[src/rtl/dmem_port_arbiter.sv]
// dmem_port_arbiter
//   Shares the single data-memory port between the CPU MEM stage and the
//   debug/program-loader master. One grant per cycle (round-robin on ties),
//   misaligned or undefined accesses are granted but never reach memory, and
//   the winner gets a registered response one cycle after its grant. The
//   loader may hold the port with dbg_lock for at most LOCK_MAX consecutive
//   grant cycles, counting the cycle that took the lock.
//
// Ports
//   clk, rst                      clock, asynchronous active-high reset
//   cpu_req/we/funct3/addr/wdata  CPU request (we=1 store, 0 load)
//   cpu_gnt                       combinational accept
//   cpu_rvalid/err/rdata          registered response (cycle after grant)
//   dbg_*                         same set for the loader, plus dbg_lock
//   mem_wr/rd/addr/wdata/funct3   memory command (zero when nothing granted)
//   mem_rdata                     combinational memory read data
module dmem_port_arbiter #(
  parameter int ADDR_W   = 12,
  parameter int LOCK_MAX = 64
) (
  input  logic              clk,
  input  logic              rst,
  input  logic              cpu_req,
  input  logic              cpu_we,
  input  logic [2:0]        cpu_funct3,
  input  logic [ADDR_W-1:0] cpu_addr,
  input  logic [31:0]       cpu_wdata,
  output logic              cpu_gnt,
  output logic              cpu_rvalid,
  output logic              cpu_err,
  output logic [31:0]       cpu_rdata,
  input  logic              dbg_req,
  input  logic              dbg_we,
  input  logic [2:0]        dbg_funct3,
  input  logic [ADDR_W-1:0] dbg_addr,
  input  logic [31:0]       dbg_wdata,
  input  logic              dbg_lock,
  output logic              dbg_gnt,
  output logic              dbg_rvalid,
  output logic              dbg_err,
  output logic [31:0]       dbg_rdata,
  output logic              mem_wr,
  output logic              mem_rd,
  output logic [ADDR_W-1:0] mem_addr,
  output logic [31:0]       mem_wdata,
  output logic [2:0]        mem_funct3,
  input  logic [31:0]       mem_rdata
);

  localparam int                LCNT_W   = $clog2(LOCK_MAX + 1);
  localparam logic [LCNT_W-1:0] LCNT_MAX = LCNT_W'(LOCK_MAX);
  localparam logic              CPU      = 1'b0;
  localparam logic              DBG      = 1'b1;

  typedef enum logic {ARB, LOCKED} state_t;

  state_t            state_q, state_d;
  logic              last_q, last_d;
  logic [LCNT_W-1:0] lcnt_q, lcnt_d;
  logic              lock_tmo;

  logic              cpu_rvalid_q, cpu_rvalid_d, cpu_err_q, cpu_err_d;
  logic              dbg_rvalid_q, dbg_rvalid_d, dbg_err_q, dbg_err_d;
  logic [31:0]       cpu_rdata_q, cpu_rdata_d, dbg_rdata_q, dbg_rdata_d;

  logic              cpu_legal, dbg_legal;

  // funct3 0/1/2 = byte/half/word, 4/5 = unsigned byte/half (loads only).
  function automatic logic access_legal(input logic       we,
                                        input logic [2:0] f3,
                                        input logic [1:0] a);
    logic ok;
    case (f3)
      3'd0:    ok = 1'b1;
      3'd1:    ok = ~a[0];
      3'd2:    ok = (a == 2'b00);
      3'd4:    ok = ~we;
      3'd5:    ok = ~we & ~a[0];
      default: ok = 1'b0;
    endcase
    return ok;
  endfunction

  assign cpu_legal = access_legal(cpu_we, cpu_funct3, cpu_addr[1:0]);
  assign dbg_legal = access_legal(dbg_we, dbg_funct3, dbg_addr[1:0]);

  // Arbitration / lock FSM
  always_comb begin
    state_d  = state_q;
    last_d   = last_q;
    lcnt_d   = lcnt_q;
    cpu_gnt  = 1'b0;
    dbg_gnt  = 1'b0;
    lock_tmo = 1'b0;
    unique case (state_q)
      ARB: begin
        if (cpu_req && dbg_req) begin
          cpu_gnt = (last_q == DBG);
          dbg_gnt = (last_q == CPU);
        end else begin
          cpu_gnt = cpu_req;
          dbg_gnt = dbg_req;
        end
        // With LOCK_MAX == 1 the entry cycle already uses the whole budget,
        // so the lock is never taken.
        if (dbg_gnt && dbg_lock && (LOCK_MAX > 1)) begin
          state_d = LOCKED;
          lcnt_d  = LCNT_W'(1);
        end
      end
      LOCKED: begin
        dbg_gnt  = dbg_req;
        lcnt_d   = lcnt_q + LCNT_W'(1);
        lock_tmo = (lcnt_d == LCNT_MAX);
        if (!dbg_lock || lock_tmo) begin
          state_d = ARB;
          lcnt_d  = '0;
        end
      end
      default: state_d = ARB;
    endcase
    if (cpu_gnt)  last_d = CPU;
    if (dbg_gnt)  last_d = DBG;
    // Timeout leaves the CPU as the favoured side on the next tie even if
    // the loader had no request in its final locked cycle.
    if (lock_tmo) last_d = DBG;
  end

  // Memory command: winner's payload, enables masked by legality.
  always_comb begin
    mem_wr     = 1'b0;
    mem_rd     = 1'b0;
    mem_addr   = '0;
    mem_wdata  = '0;
    mem_funct3 = '0;
    if (cpu_gnt) begin
      mem_wr     = cpu_we & cpu_legal;
      mem_rd     = ~cpu_we & cpu_legal;
      mem_addr   = cpu_addr;
      mem_wdata  = cpu_wdata;
      mem_funct3 = cpu_funct3;
    end else if (dbg_gnt) begin
      mem_wr     = dbg_we & dbg_legal;
      mem_rd     = ~dbg_we & dbg_legal;
      mem_addr   = dbg_addr;
      mem_wdata  = dbg_wdata;
      mem_funct3 = dbg_funct3;
    end
  end

  // Responses: stores and rejected accesses return zero data.
  always_comb begin
    cpu_rvalid_d = cpu_gnt;
    cpu_err_d    = cpu_gnt & ~cpu_legal;
    cpu_rdata_d  = (cpu_gnt & cpu_legal & ~cpu_we) ? mem_rdata : 32'h0;
    dbg_rvalid_d = dbg_gnt;
    dbg_err_d    = dbg_gnt & ~dbg_legal;
    dbg_rdata_d  = (dbg_gnt & dbg_legal & ~dbg_we) ? mem_rdata : 32'h0;
  end

  always_ff @(posedge clk or posedge rst) begin
    if (rst) begin
      state_q      <= ARB;
      last_q       <= DBG;
      lcnt_q       <= '0;
      cpu_rvalid_q <= 1'b0;
      cpu_err_q    <= 1'b0;
      cpu_rdata_q  <= '0;
      dbg_rvalid_q <= 1'b0;
      dbg_err_q    <= 1'b0;
      dbg_rdata_q  <= '0;
    end else begin
      state_q      <= state_d;
      last_q       <= last_d;
      lcnt_q       <= lcnt_d;
      cpu_rvalid_q <= cpu_rvalid_d;
      cpu_err_q    <= cpu_err_d;
      cpu_rdata_q  <= cpu_rdata_d;
      dbg_rvalid_q <= dbg_rvalid_d;
      dbg_err_q    <= dbg_err_d;
      dbg_rdata_q  <= dbg_rdata_d;
    end
  end

  assign cpu_rvalid = cpu_rvalid_q;
  assign cpu_err    = cpu_err_q;
  assign cpu_rdata  = cpu_rdata_q;
  assign dbg_rvalid = dbg_rvalid_q;
  assign dbg_err    = dbg_err_q;
  assign dbg_rdata  = dbg_rdata_q;

endmodule

[config.mk]
export PLATFORM = sky130hd
export DESIGN_NAME = dmem_port_arbiter
export DESIGN_NICKNAME = d
export VERILOG_FILES = /design/src/rtl/dmem_port_arbiter.sv
export SDC_FILE = /design/constraint.sdc
export NUM_CORES = 1
export LEC_CHECK = 0
export ABC_AREA = 1
export CAP_MARGIN = 0
export CORE_MARGIN = 2
export CORE_UTILIZATION = 37
export DETAILED_ROUTE_END_ITERATION = 12
export PLACE_DENSITY = 0.87
export SLEW_MARGIN = 20
export SYNTH_ARGS = -nofsm -noshare
export SYNTH_HDL_FRONTEND = slang
export SYNTH_SLANG_ARGS = --single-unit
[constraint.sdc]
create_clock -name clk -period 3.9 [get_ports clk]
set_input_delay 0.39 -clock clk [delete_from_list [all_inputs] [get_ports clk]]
set_output_delay 0.39 -clock clk [all_outputs]
set_load 0.02 [all_outputs]
==> metrics <==
status completed; sw frac 0.331; post-synth top area share 0.570; count of buffers from port buffering 251; drt first pass iters 4; final setup TNS 0 ns; Post-CTS Setup Inserts 0; clock buffer depth 2; gr usage total 0.223; syn_nets 460; CP Launch Type primary input; final worst-path cycle share 0.754; count leader, synth dfrtp_1; Data arrival, critical path between 2 and 3 ns; Period minus WS final around 2.9 ns; Antenna Nets Post-Route 0; CTS H-tree lvls 3; final routed DRC violation total 0; Worst-path clk slew ~0.090 ns; first-pass GRT wire length between 15000 and 20000 um; Yosys warning total 0; routed via count 3300; Total Routed Length roughly 11000 um; Max-Cap Viols 0; Filler cells around 630; post-route clock skew about 0.011 ns; cells after synthesis roughly 330; IO Pins roughly 250; Cell variety after synth 28; switching power 0.864 mW; Post-synth top flop dfrtp_1; Initial Util 0.383; Final Hold Viols 0; P&R area growth vs syn 83.1%; Synth area leader dfrtp_1; commonest cells in the netlist 76 x dfrtp_1, 63 x nor2_1, 53 x inv_1; r2r setup slk 2.10 ns; Die Y 99.0 um; Die Area 9790 um2; row cnt 34; # clock sinks 77; leading post-synthesis cells by cell area dfrtp_1 57%, a22o_1 10%, nor2_1 7.1%; Leak 2.88 nW; sequential fraction of design power 0.344; CP Max Fanout 47; placement-stage cell area between 5000 and 6000 um2; worst slew pin tran roughly 0.73 ns; die extent in x around 99 um; Clk network pwr share 0.257; share of cells above drive strength 1 0.0789; WP data required about 3.5 ns; Rel. slew slack 0.512; initial drt markers ~100; Post-DP HPWL about 9000 um; flops & latches, synth a little under 80; Root Buffer Master clkbuf_8; Design Area, Final 6110 um2; vias in the first global route 3413; Vias/cell approximately 4.8; R2R cell count 6; Cell Count, Final, Fillers Out just under 700; combinational fraction of design power 0.399; Power Internal between 1.5 and 2 mW; Fmax around 340 MHz; EDFF count, synth 0; latest clock arrival within the worst-skew pair roughly 0.35 ns; unrepaired setup endpoints after global routing false; r2r endpoint cpu_rdata[9]$_DFF_PP0_; initial antenna violation count 0; largest net degree at the start of global routing 48; Hold WS a little under 0.5 ns; Setup-failing EPs final 0; pwr dens 427 nW/um2; number of buffers created by CTS 9; synthesized area per cell approximately 10 um2; placed cell count roughly 680; Routability Congestion 0.871; drt wl/cell between 15 and 20 um; Post-CTS Hold Fix Bufs 0; r2r startpoint state_q$_DFF_PP0_; FFs w/ async S/R, synth 1.00; Slew Viols, Final 0; Peak VDD IR about 0.23 mV; ANT cells 0; post-synthesis sequential area ratio 0.578; CTS tree built; Placeable Area 8720 um2; Min-Delay Path Class primary input to async pin; CP endpoint kind output port; Total Power between 2 and 3 mW; Syn Std Cell Area between 3000 and 4000 um2; critical path type primary input to output port; NumNets Final 712; gr ovfl total 0; post-CTS sizing 0
logic make-up (layout without fill, tap and decap cells):
family / Yosys count / count (layout) / synth area share
AOI/OAI and AO/OA: 64 / 64 / 0.156
DFF: 77 / 77 / 0.578
adders and majority gates: 1 / 1 / 0.00375
buffers and inverters: 70 / 327 / 0.105
and+or+nand+nor: 112 / 112 / 0.152
xor gates and xnor gates: 2 / 2 / 0.00525
power groups by stage:
stage                     clock network [mW]  registers [mW]  logic, mW
after floorplan                            0           0.941      0.522
after global placement                     0           0.908       1.03
after CTS                              0.686           0.898       1.05
after global routing                   0.713           0.904       1.10
after detailed placement                   0           0.912       1.05
final                                  0.670           0.898       1.04
how the worst max path moves through the flow:
stage | from | to | slack (ns) | cells after the start
2_1_floorplan | rst | cpu_err$_DFF_PP0_ | 1.54 | 1
3_3_place_gp | cpu_req | mem_rd | 1.02 | 10
3_5_place_dp | cpu_req | mem_rd | 0.97 | 10
4_1_cts | cpu_req | mem_rd | 0.97 | 10
5_1_grt | cpu_req | mem_rd | 0.81 | 10
6_report | cpu_req | mem_rd | 0.96 | 10
worst max-delay path: stages:
cell and delay [ns]:
clkdlybuf4s50_1 0.45, inv_1 0.05, nor2_4 0.14, nand2_4 0.08, nand2_4 0.10, inv_4 0.17, nand3_4 0.13, buf_4 0.33
nand2_1 0.11, clkdlybuf4s50_1 0.56
stage by stage:
step	util	setup slack, ns
after global routing	0.701	0.814
final	0.701	0.961
after floorplan	-	1.54
after detailed placement	0.674	0.969
after global placement	0.674	1.02
after CTS	0.701	0.965
metal layers:
| metal | global-route usage | up-vias | wire, um |
|---|---|---|---|
| li1 | - | 1550 | - |
| met1 | 0.221 | 1556 | 3700 |
| met2 | 0.431 | 172 | 6290 |
| met3 | 0.0574 | 22 | 962 |
| met4 | 0.100 | 0 | 326 |
| met5 | 0 | - | 0 |
cells in the final DEF (no fill, tap or decap), types with 4 or more instances in the layout:
cell type,count
clkdlybuf4s50_1,251
dfrtp_1,76
nor2_1,63
inv_1,52
a22o_1,38
nand2_1,26
nand3_1,10
clkbuf_8,10
o21ai_0,9
nor2_2,7
a22o_2,5
o22ai_1,4
buf_4,4
final cells by class:
| cell class | count | area [um2] | share of cell area |
|---|---|---|---|
| Sequential cell | 77 | 1930 | 0.316 |
| Inverter | 56 | 215 | 0.0352 |
| Tap cell | 108 | 135 | 0.0221 |
| Timing Repair Buffer | 255 | 2540 | 0.416 |
| Clock inverter | 6 | 93.8 | 0.0154 |
| Clock buffer | 10 | 138 | 0.0225 |
| Multi-Input combinational cell | 179 | 1060 | 0.173 |
state kept, by name, summed over array words and instances (netlist names):
register and flops:
cpu_rvalid 1, state_q 1, dbg_rvalid 1, cpu_rdata 32
lcnt_q 7, dbg_rdata 32, last_q 1, dbg_err 1
cpu_err 1
No activity file was read; power rests on OpenSTA's default activity.
